===== config.mk =====
export PLATFORM = sky130hd
export DESIGN_NAME = calc_ctrl_flat
export DESIGN_NICKNAME = d
export VERILOG_FILES = /design/src/rtl/calc_pkg.sv /design/src/rtl/calc_ctrl_if.sv /design/src/rtl/bin2bcd_seq.sv /design/src/rtl/calc_ctrl.sv /design/src/flat_wrapper.sv
export SDC_FILE = /design/constraint.sdc
export NUM_CORES = 1
export LEC_CHECK = 0
export ABC_AREA = 1
export CORE_UTILIZATION = 66
export DETAILED_ROUTE_END_ITERATION = 6
export GPL_ROUTABILITY_DRIVEN = 0
export PLACE_DENSITY_LB_ADDON = 0.2
export SYNTH_ARGS = -nofsm -noshare
export SYNTH_HDL_FRONTEND = slang
export SYNTH_SLANG_ARGS = --single-unit

===== constraint.sdc =====
create_clock -name clk -period 8.8 [get_ports clk]
set_clock_uncertainty 0.1 [all_clocks]
set_input_delay 2.64 -clock clk [delete_from_list [all_inputs] [get_ports clk]]
set_output_delay 2.64 -clock clk [all_outputs]
set_load 0.05 [all_outputs]

===== src/rtl/calc_pkg.sv =====
// rtl/calc_pkg.sv - shared constants, encodings and helpers for the keypad calculator
package calc_pkg;

    localparam logic [1:0] OPD_DIGITS = 2'd2;
    localparam int         RES_W      = 14;
    localparam logic [3:0] CONV_CYC   = 4'd14;

    localparam logic [3:0] KEY_ADD  = 4'd10;
    localparam logic [3:0] KEY_SUB  = 4'd11;
    localparam logic [3:0] KEY_MUL  = 4'd12;
    localparam logic [3:0] KEY_ENT  = 4'd13;
    localparam logic [3:0] KEY_NONE = 4'd15;

    typedef enum logic [1:0] {
        OP_ADD = 2'd0,
        OP_SUB = 2'd1,
        OP_MUL = 2'd2
    } op_t;

    typedef enum logic [2:0] {
        S_A    = 3'd0,
        S_B    = 3'd1,
        S_CALC = 3'd2,
        S_CONV = 3'd3,
        S_SHOW = 3'd4
    } state_t;

    function automatic logic [RES_W-1:0] bcd2bin(input logic [3:0] t, input logic [3:0] o);
        return RES_W'(t) * RES_W'(10) + RES_W'(o);
    endfunction

    function automatic op_t key2op(input logic [3:0] key);
        case (key)
            KEY_SUB: return OP_SUB;
            KEY_MUL: return OP_MUL;
            default: return OP_ADD;
        endcase
    endfunction

endpackage


===== src/rtl/calc_ctrl_if.sv =====
// rtl/calc_ctrl_if.sv - key input and display/status bundle of the calculator controller
interface calc_ctrl_if;
    logic        key_valid;
    logic [3:0]  key_in;
    logic [15:0] disp_bcd;
    logic        neg;
    logic [1:0]  op;
    logic        busy;
    logic        result_valid;
    logic [2:0]  state;

    modport master (
        output key_valid, key_in,
        input  disp_bcd, neg, op, busy, result_valid, state
    );

    modport slave (
        input  key_valid, key_in,
        output disp_bcd, neg, op, busy, result_valid, state
    );
endinterface


===== src/rtl/bin2bcd_seq.sv =====
// rtl/bin2bcd_seq.sv - sequential double-dabble binary to 4-digit BCD converter
module bin2bcd_seq
    import calc_pkg::*;
(
    input  logic             clk,
    input  logic             rst,
    input  logic             start,
    input  logic [RES_W-1:0] bin,
    output logic [15:0]      bcd,
    output logic             done
);

    logic [RES_W-1:0] sh;
    logic [15:0]      acc;
    logic [15:0]      acc_adj;
    logic [3:0]       cnt;
    logic [RES_W+15:0] shifted;

    // Add-3 to every digit that would overflow past 9 once doubled.
    always_comb begin
        acc_adj = acc;
        for (int i = 0; i < 4; i++) begin
            if (acc[i*4 +: 4] >= 4'd5)
                acc_adj[i*4 +: 4] = acc[i*4 +: 4] + 4'd3;
        end
        shifted = {acc_adj, sh} << 1;
    end

    always_ff @(posedge clk) begin
        if (rst) begin
            sh   <= '0;
            acc  <= '0;
            cnt  <= '0;
            done <= 1'b0;
        end else if (start) begin
            sh   <= bin;
            acc  <= '0;
            cnt  <= CONV_CYC;
            done <= 1'b0;
        end else if (cnt != 4'd0) begin
            acc  <= shifted[RES_W+15:RES_W];
            sh   <= shifted[RES_W-1:0];
            cnt  <= cnt - 4'd1;
            done <= (cnt == 4'd1);
        end else begin
            done <= 1'b0;
        end
    end

    assign bcd = acc;

endmodule


===== src/rtl/calc_ctrl.sv =====
// rtl/calc_ctrl.sv - key sequencing, arithmetic and display control of the keypad calculator
module calc_ctrl
    import calc_pkg::*;
(
    input  logic        clk,
    input  logic        rst,
    calc_ctrl_if.slave  bus
);

    state_t      state_q, state_n;
    logic [3:0]  a_t_q, a_t_n, a_o_q, a_o_n;
    logic [3:0]  b_t_q, b_t_n, b_o_q, b_o_n;
    logic [1:0]  a_cnt_q, a_cnt_n, b_cnt_q, b_cnt_n;
    op_t         op_q, op_n;
    logic        neg_q, neg_n;
    logic [15:0] res_bcd_q, res_bcd_n;
    logic        rv_q, rv_n;

    logic             busy;
    logic             key_ok, is_digit, is_op, is_ent;
    logic             clr, load_first;
    logic             start;
    logic [RES_W-1:0] a_bin, b_bin, res_bin;
    logic [15:0]      conv_bcd;
    logic             conv_done;

    assign busy     = (state_q == S_CALC) || (state_q == S_CONV);
    assign key_ok   = bus.key_valid && !busy;
    assign is_digit = (bus.key_in <= 4'd9);
    assign is_op    = (bus.key_in == KEY_ADD) || (bus.key_in == KEY_SUB) || (bus.key_in == KEY_MUL);
    assign is_ent   = (bus.key_in == KEY_ENT);
    assign a_bin    = bcd2bin(a_t_q, a_o_q);
    assign b_bin    = bcd2bin(b_t_q, b_o_q);

    always_comb begin
        state_n    = state_q;
        a_t_n      = a_t_q;
        a_o_n      = a_o_q;
        a_cnt_n    = a_cnt_q;
        b_t_n      = b_t_q;
        b_o_n      = b_o_q;
        b_cnt_n    = b_cnt_q;
        op_n       = op_q;
        neg_n      = neg_q;
        res_bcd_n  = res_bcd_q;
        rv_n       = 1'b0;
        start      = 1'b0;
        res_bin    = '0;
        clr        = 1'b0;
        load_first = 1'b0;

        case (state_q)
            S_A: begin
                if (key_ok && is_digit && (a_cnt_q < OPD_DIGITS)) begin
                    a_t_n   = a_o_q;
                    a_o_n   = bus.key_in;
                    a_cnt_n = a_cnt_q + 2'd1;
                end else if (key_ok && is_op) begin
                    op_n    = key2op(bus.key_in);
                    state_n = S_B;
                end
            end
            S_B: begin
                if (key_ok && is_digit && (b_cnt_q < OPD_DIGITS)) begin
                    b_t_n   = b_o_q;
                    b_o_n   = bus.key_in;
                    b_cnt_n = b_cnt_q + 2'd1;
                end else if (key_ok && is_op && (b_cnt_q == 2'd0)) begin
                    op_n = key2op(bus.key_in);
                end else if (key_ok && is_ent) begin
                    state_n = S_CALC;
                end
            end
            S_CALC: begin
                start = 1'b1;
                case (op_q)
                    OP_MUL: res_bin = a_bin * b_bin;
                    OP_SUB: begin
                        if (a_bin >= b_bin) begin
                            res_bin = a_bin - b_bin;
                            neg_n   = 1'b0;
                        end else begin
                            res_bin = b_bin - a_bin;
                            neg_n   = 1'b1;
                        end
                    end
                    default: res_bin = a_bin + b_bin;
                endcase
                state_n = S_CONV;
            end
            S_CONV: begin
                if (conv_done) begin
                    res_bcd_n = conv_bcd;
                    rv_n      = 1'b1;
                    state_n   = S_SHOW;
                end
            end
            S_SHOW: begin
                if (key_ok && is_digit) begin
                    clr        = 1'b1;
                    load_first = 1'b1;
                end else if (key_ok && is_ent) begin
                    clr = 1'b1;
                end
            end
            default: clr = 1'b1;
        endcase

        // A fresh calculation starts from a fully cleared context.
        if (clr) begin
            state_n   = S_A;
            a_t_n     = '0;
            a_o_n     = '0;
            a_cnt_n   = '0;
            b_t_n     = '0;
            b_o_n     = '0;
            b_cnt_n   = '0;
            op_n      = OP_ADD;
            neg_n     = 1'b0;
            res_bcd_n = '0;
            rv_n      = 1'b0;
        end
        if (load_first) begin
            a_o_n   = bus.key_in;
            a_cnt_n = 2'd1;
        end
    end

    always_ff @(posedge clk) begin
        if (rst) begin
            state_q   <= S_A;
            a_t_q     <= '0;
            a_o_q     <= '0;
            a_cnt_q   <= '0;
            b_t_q     <= '0;
            b_o_q     <= '0;
            b_cnt_q   <= '0;
            op_q      <= OP_ADD;
            neg_q     <= 1'b0;
            res_bcd_q <= '0;
            rv_q      <= 1'b0;
        end else begin
            state_q   <= state_n;
            a_t_q     <= a_t_n;
            a_o_q     <= a_o_n;
            a_cnt_q   <= a_cnt_n;
            b_t_q     <= b_t_n;
            b_o_q     <= b_o_n;
            b_cnt_q   <= b_cnt_n;
            op_q      <= op_n;
            neg_q     <= neg_n;
            res_bcd_q <= res_bcd_n;
            rv_q      <= rv_n;
        end
    end

    bin2bcd_seq u_conv (
        .clk   (clk),
        .rst   (rst),
        .start (start),
        .bin   (res_bin),
        .bcd   (conv_bcd),
        .done  (conv_done)
    );

    always_comb begin
        case (state_q)
            S_A:     bus.disp_bcd = {8'h00, a_t_q, a_o_q};
            S_B:     bus.disp_bcd = {8'h00, b_t_q, b_o_q};
            default: bus.disp_bcd = res_bcd_q;
        endcase
    end

    assign bus.neg          = neg_q;
    assign bus.op           = op_q;
    assign bus.busy         = busy;
    assign bus.result_valid = rv_q;
    assign bus.state        = state_q;

endmodule


===== src/flat_wrapper.sv =====
// flat-port wrapper written by rule: the top's interface ports become plain ports
module calc_ctrl_flat import calc_pkg::*;
  (clk, rst, bus_key_valid, bus_key_in, bus_disp_bcd, bus_neg, bus_op, bus_busy, bus_result_valid, bus_state);
  calc_ctrl_if bus_i ();
  input  logic clk;
  input  logic rst;
  input wire logic [$bits(bus_i.key_valid)-1:0] bus_key_valid;
  input wire logic [$bits(bus_i.key_in)-1:0] bus_key_in;
  output wire logic [$bits(bus_i.disp_bcd)-1:0] bus_disp_bcd;
  output wire logic [$bits(bus_i.neg)-1:0] bus_neg;
  output wire logic [$bits(bus_i.op)-1:0] bus_op;
  output wire logic [$bits(bus_i.busy)-1:0] bus_busy;
  output wire logic [$bits(bus_i.result_valid)-1:0] bus_result_valid;
  output wire logic [$bits(bus_i.state)-1:0] bus_state;
  assign bus_i.key_valid = bus_key_valid;
  assign bus_i.key_in = bus_key_in;
  assign bus_disp_bcd = bus_i.disp_bcd;
  assign bus_neg = bus_i.neg;
  assign bus_op = bus_i.op;
  assign bus_busy = bus_i.busy;
  assign bus_result_valid = bus_i.result_valid;
  assign bus_state = bus_i.state;
  calc_ctrl u_core (.clk(clk), .rst(rst), .bus(bus_i));
endmodule

* After elaboration in Yosys (flattened, before gate mapping)
Cells that the tools add are included.
** Storage, ports and cells
- Word-level logic and storage cells :: 133
- Register bits :: 78
- Output and inout bits :: 24
- Bits of input ports :: 7
** Operators by class
- Multiplexer cells :: 41
- Eq/ne operators :: 18
- $mul :: 3
- $lt $le $gt $ge :: 8
- Reduce and logical (&&, ||, !) cells :: 32
- Add/sub/neg operators :: 12
- Bitwise gates (word level) :: 2
** Operators by type and width (count)
- 14-bit 2-to-1 mux :: 4
- 4-bit 2-to-1 mux :: 9
- 16-bit one-hot mux with 2 select lines :: 1
- 14-bit one-hot mux with 2 select lines :: 1
- 14-bit subtractor :: 2
- 3-bit 2-to-1 mux :: 7
- 8-bit by 4-bit adder with 9-bit output :: 2
- 4-bit equality test (second input constant) :: 4
- 4-bit by 3-bit >= comparator with 1-bit output (second input constant) :: 4
- 14-bit adder :: 1
- 14-bit >= comparator :: 1
- 14-bit by 14-bit multiplier with 14-bit output :: 1
- 4-bit by 3-bit multiplier with 7-bit output (second input constant) :: 2
- 4-bit by 2-bit adder with 4-bit output (second input constant) :: 3
- 3-bit one-hot mux with 4 select lines :: 1
- 1-bit 2-to-1 mux :: 11
- 2-bit AND reduction :: 5
- 3-bit OR reduction :: 3
- 2-bit 2-to-1 mux :: 4
- 2-bit inequality test (second input constant) :: 4
- 2-bit one-hot mux with 2 select lines :: 2
- 4-bit nonzero test :: 2
- 1-bit logical AND :: 7
- 7-bit AND reduction :: 1
- 23 further kinds :: 34

* Logic depth before layout (Yosys ltp)
- Depth after elaboration :: 10
- Mapped depth :: 32
- Gate-level depth less buffers :: 32

* By module
Synthesis repeated with hierarchy kept, for this count alone.
** Second synthesis, totals
- Cell total of the unflattened synthesis :: 1200
- Area, all modules :: 8204.1 um^2
** Modules (own cells, without submodules)
- calc_ctrl :: seq. area each 860.8 um^2, cells an instance 928, instances 1, area an instance 6388.6 um^2
- bin2bcd_seq :: seq. area each 700.7 um^2, cells an instance 272, instances 1, area an instance 1815.5 um^2

* Worst setup path after synthesis
Ideal clock, no wire load.
- Kind :: reg-to-reg
- From :: register u_core.b_t_q[0]
- To :: register u_core.u_conv.sh[11]
- Cell stages (with the launch flop) :: 29
- Path buffers :: 0
- Period minus slack after synthesis :: 5.668 ns
- Setup time :: 0.114 ns
- Data required time :: 8.586 ns
- Setup slack :: 3.132 ns
- Arrival time :: 5.454 ns
- Cells stage by stage :: dfxtp_1 -> ha_1 -> ha_1 -> nand2_1 -> nand2_1 -> nor2_1 -> xor2_1 -> inv_1 -> ha_1 -> inv_1 -> fa_1 -> fa_1 -> inv_1 -> fa_1 -> inv_1 -> fa_1 -> inv_1 -> ha_1 -> nand2_1 -> nor2_1 -> nand2_1 -> nand2_1 -> nand2_1 -> a21oi_1 -> o21ai_0 -> nand2_1 -> nor2_1 -> o21bai_1 -> inv_1
** Between the ends
- Cells in the longest elaborated chain, start to end :: 7
- Elaborated cells between the ends (all ways) :: 11
- Those cells by class :: 4 x add/sub; 2 x mul; 1 x order compare; 4 x mux
** Ends and longest elaborated chain
- from (decl) :: line calc_ctrl.sv:12 : logic [3:0] b_t_q, b_t_n, b_o_q, b_o_n;
- from (signal assigned) :: line calc_ctrl.sv:147 : b_t_q <= b_t_n;
- 4-bit by 3-bit multiplier with 7-bit output (*) :: line calc_pkg.sv:29 : return RES_W'(t) * RES_W'(10) + RES_W'(o);
- 8-bit by 4-bit adder with 9-bit output (*) :: line calc_pkg.sv:29
- parallel branches: the longest is 2 deep, another holds 14-bit by 14-bit multiplier with 14-bit output
- 14-bit one-hot mux with 2 select lines (*) :: line calc_ctrl.sv:76 : case (op_q)
- 14-bit 2-to-1 mux (*) :: line calc_ctrl.sv:52 : case (state_q)
- 14-bit 2-to-1 mux (*) :: line bin2bcd_seq.sv:35 : end else if (start) begin
- to (signal assigned) :: line bin2bcd_seq.sv:36 : sh <= bin;
- to (signal assigned) :: line bin2bcd_seq.sv:42 : sh <= shifted[RES_W-1:0];
- to (decl) :: line bin2bcd_seq.sv:13 : logic [RES_W-1:0] sh;
Every way passes the cells marked *.
A chain may end at the register's enable or synchronous reset.

* Worst setup path in the final report
Same ends and word-level chain as after synthesis.

==> results.sh <==
export IMPL_status="finished, final reports clean"
export IMPL_global_route_usage_met2=0.558
export IMPL_syn_nets=1293
export IMPL_routedWlPerCell_microns=15.5
export IMPL_grt_total_usage=0.347
export IMPL_slew_headroom=0.427
export IMPL_period_share=0.719
export IMPL_top_usage_layer="met2"
export IMPL_dp_cells=1303
export IMPL_cts_path_max_buffers=2
export IMPL_antenna_left=0
export IMPL_yosys_area_top_type="dfxtp_1"
export IMPL_use_met3=0.0539
export IMPL_p_per_area_nw_per_um2=167
export IMPL_reg2reg_slack_ps=2470
export IMPL_setup_violations=0
export IMPL_cp_max_fo=10
export IMPL_ctsHoldBuffers=0
export IMPL_setup_tns_ps=0
export IMPL_cts_buffers=9
export IMPL_die_area_sq_um=12500
export IMPL_critPathMaxStageDelay_ps=720
export IMPL_antenna_found_initial=0
export IMPL_p_sw_w=0.000642
export IMPL_drt_iter0_markers=719
export IMPL_postCtsSetupBuffers=0
export IMPL_dr_pass1_iters=7
export IMPL_synth_ff_type="dfxtp_1"
export IMPL_end_kind="flip-flop"
export IMPL_clkPwrFrac=0.239
export IMPL_coreArea_sq_um=11600
export IMPL_sw_frac_of_total=0.450
export IMPL_pwr_share_comb=0.453
export IMPL_gr_usage_met1=0.453
export IMPL_peakVddDrop_mv=0.192
export IMPL_slew_violations=0
export IMPL_crit_start="u_core.b_t_q[0]$_SDFFE_PP0P_"
export IMPL_drv_cap=0
export IMPL_cts_tree="built"
export IMPL_worst_ep_arrival_time_ps=6470
export IMPL_reg2regPathDepth=28
export IMPL_grt_pass1_wl_microns=34900
export IMPL_final_hold_viol_count=0
export IMPL_chipHeight_microns=112
export IMPL_reg2reg_from="u_core.b_t_q[0]$_SDFFE_PP0P_"
export IMPL_yosysTopAreaCellShare=0.197
export IMPL_routed_wl_microns=20500
export IMPL_fmax_mhz=158
export IMPL_die_width_microns=112
export IMPL_row_count=39
export IMPL_dp_hpwl_microns=15600
export IMPL_antennaDiodeCount=0
export IMPL_ys_warn_count=0
export IMPL_rr_endpoint="u_core.u_conv.sh[11]$_SDFFE_PP0P_"
export IMPL_ys_ff_latch=78
export IMPL_area_delta_synth_final_pct=7.75
export IMPL_clkSinkCount=78
export IMPL_crit_end="u_core.u_conv.sh[11]$_SDFFE_PP0P_"
export IMPL_fin_crit_ps=6330
export IMPL_worstSkewPairLatency_ps=340
export IMPL_via_per_inst=5.71
export IMPL_synthDistinctLibCells=48
export IMPL_rsz0062_at_grt="no"
export IMPL_seq_area_sq_um=1560
export IMPL_finalNetCount=1307
export IMPL_route_detailed_drc=0
export IMPL_drive_above_1_share=0.0519
export IMPL_syn_area_per_cell_sq_um=6.87
export IMPL_start_util=0.687
export IMPL_ys_top_cells_by_area="dfxtp_1, fa_1, ha_1, nand2_1, inv_1"
export IMPL_grt_pass1_vias=7247
export IMPL_pwr_share_seq=0.308
export IMPL_critical_path_slowest_cell="xor2_1"
export IMPL_clockRootBuffer="clkbuf_16"
export IMPL_cts_resized=0
export IMPL_grt_overflow=0
export IMPL_nFillCells=960
export IMPL_multi_input_comb_area_sq_um=5430
export IMPL_synthCells=1157
export IMPL_final_common_cell="nand2_1"
export IMPL_syn_cell_area_sq_um=7950
export IMPL_yosysSeqAreaShare=0.197
export IMPL_async_flop_share=0
export IMPL_grt_max_degree=38
export IMPL_worstSetupPathType="flip-flop to flip-flop"
export IMPL_mostFrequentLayoutCells="nand2_1, inv_1, nor2_1"
export IMPL_htree_levels=3
export IMPL_cp_required_ps=8940
export IMPL_min_path_type="flip-flop to flip-flop"
export IMPL_vias=7529
export IMPL_clk_pin_slew_ps=60
export IMPL_io_pins=31
export IMPL_fin_cells=1318
export IMPL_critPathLaunchType="flip-flop"
export IMPL_numPortBuffers=30
export IMPL_synth_edf_count=0
export IMPL_p_int_w=0.000785
export IMPL_power_leakage_nw=3.93
export IMPL_tightestPinTransition_ps=856
## per-stage QoR
stage | util | power, W | hold WS [ps] | cell area (sq um) | setup WS [ps]
floorplan | - | 0.000933 | 323 | 7950 | 3130
global placement | 0.717 | 0.00106 | 340 | 8300 | 2740
detailed placement | 0.717 | 0.00107 | 347 | 8300 | 2570
CTS | 0.740 | 0.00141 | 362 | 8560 | 2550
global route | 0.740 | 0.00152 | 379 | 8560 | 1940
finish | 0.740 | 0.00143 | 357 | 8560 | 2470
## layout make-up
class	instances	share of cell area
multi-input cells	832	0.634
flip-flops and latches	78	0.182
inverters	220	0.0968
repair buffers	30	0.0351
clock buffers	10	0.0267
well taps	143	0.0209
clock inverters	5	0.00424
## state kept, by name, summed over array words and instances (netlist names)
register and cells:
u_core.bus.op 2, u_core.a_t_q 4, u_core.b_o_q 4, u_core.u_conv.sh 14, u_core.bus.state 3, u_core.bus.neg 1, u_core.b_t_q 4, u_core.a_o_q 4
u_core.b_cnt_q 2, u_core.u_conv.bcd 16, u_core.u_conv.done 1, u_core.a_cnt_q 2, u_core.res_bcd_q 16, u_core.u_conv.cnt 4, u_core.bus.result_valid 1
## cell usage after synthesis, drive strengths merged (2+ instances only)
cell type and instances:
xnor2 4, a31oi 5, nor2 125, inv 218, o22ai 8, o31ai 3
xor2 19, buf 13, fa 52, a21oi 106, o21a 4, nor3 5
o21ai 66, nand3 75, nand3b 2, o211ai 11, ha 77, nand4 19
clkinv 2, nand2 239, dfxtp 78, clkbuf 14, o21bai 3, or2 2
## power groups by stage
stage	registers, W	clock network (W)	logic (W)
finish	0.000439	0.000341	0.000647
global route	0.000445	0.000358	0.000715
CTS	0.000438	0.000341	0.000633
detailed placement	0.000445	0	0.000627
global placement	0.000444	0	0.000618
floorplan	0.000439	0	0.000494
## per-layer routing
| metal | wire, microns | up-vias | share of wire |
|---|---|---|---|
| met5 | 0 | - | 0 |
| met4 | 974 | 0 | 0.048 |
| met3 | 1730 | 90 | 0.085 |
| met2 | 9150 | 361 | 0.45 |
| met1 | 8610 | 3377 | 0.42 |
| li1 | - | 3701 | - |
## worst min path at each step
| stage | start | end | depth (start not counted) |
|---|---|---|---|
| after detailed placement | u_core.u_conv.cnt[0]$_SDFFE_PP0N_ | u_core.u_conv.cnt[0]$_SDFFE_PP0N_ | 1 |
| after global routing | u_core.res_bcd_q[11]$_SDFFE_PP0P_ | u_core.res_bcd_q[11]$_SDFFE_PP0P_ | 2 |
| final | u_core.u_conv.cnt[0]$_SDFFE_PP0N_ | u_core.u_conv.cnt[0]$_SDFFE_PP0N_ | 1 |
| after global placement | u_core.u_conv.cnt[0]$_SDFFE_PP0N_ | u_core.u_conv.cnt[0]$_SDFFE_PP0N_ | 1 |
| after floorplan | u_core.u_conv.sh[13]$_SDFFE_PP0P_ | u_core.u_conv.bcd[0]$_SDFFE_PP0N_ | 2 |
| after CTS | u_core.u_conv.cnt[0]$_SDFFE_PP0N_ | u_core.u_conv.cnt[0]$_SDFFE_PP0N_ | 1 |
## cells by family after synthesis
kind of cell / after synthesis / share of synthesized area
AO/OA/AOI/OAI: 211 / 0.145
XOR/XNOR: 23 / 0.0254
adder cells (fa/ha/maj): 129 / 0.252
buffers and inverters: 247 / 0.120
flip-flops: 78 / 0.197
AND/OR/NAND/NOR: 469 / 0.260
## critical path: cells and delay by family, from the launching register on
kind / cells / cell delay, ps
AO/OA/AOI/OAI: 3 / 410
AND/OR/NAND/NOR: 10 / 930
adder cells (fa/ha/maj): 8 / 3250
buffers and inverters: 6 / 490
flip-flops: 1 / 340
XOR/XNOR: 1 / 720
Power figures use the tool's default switching activity.
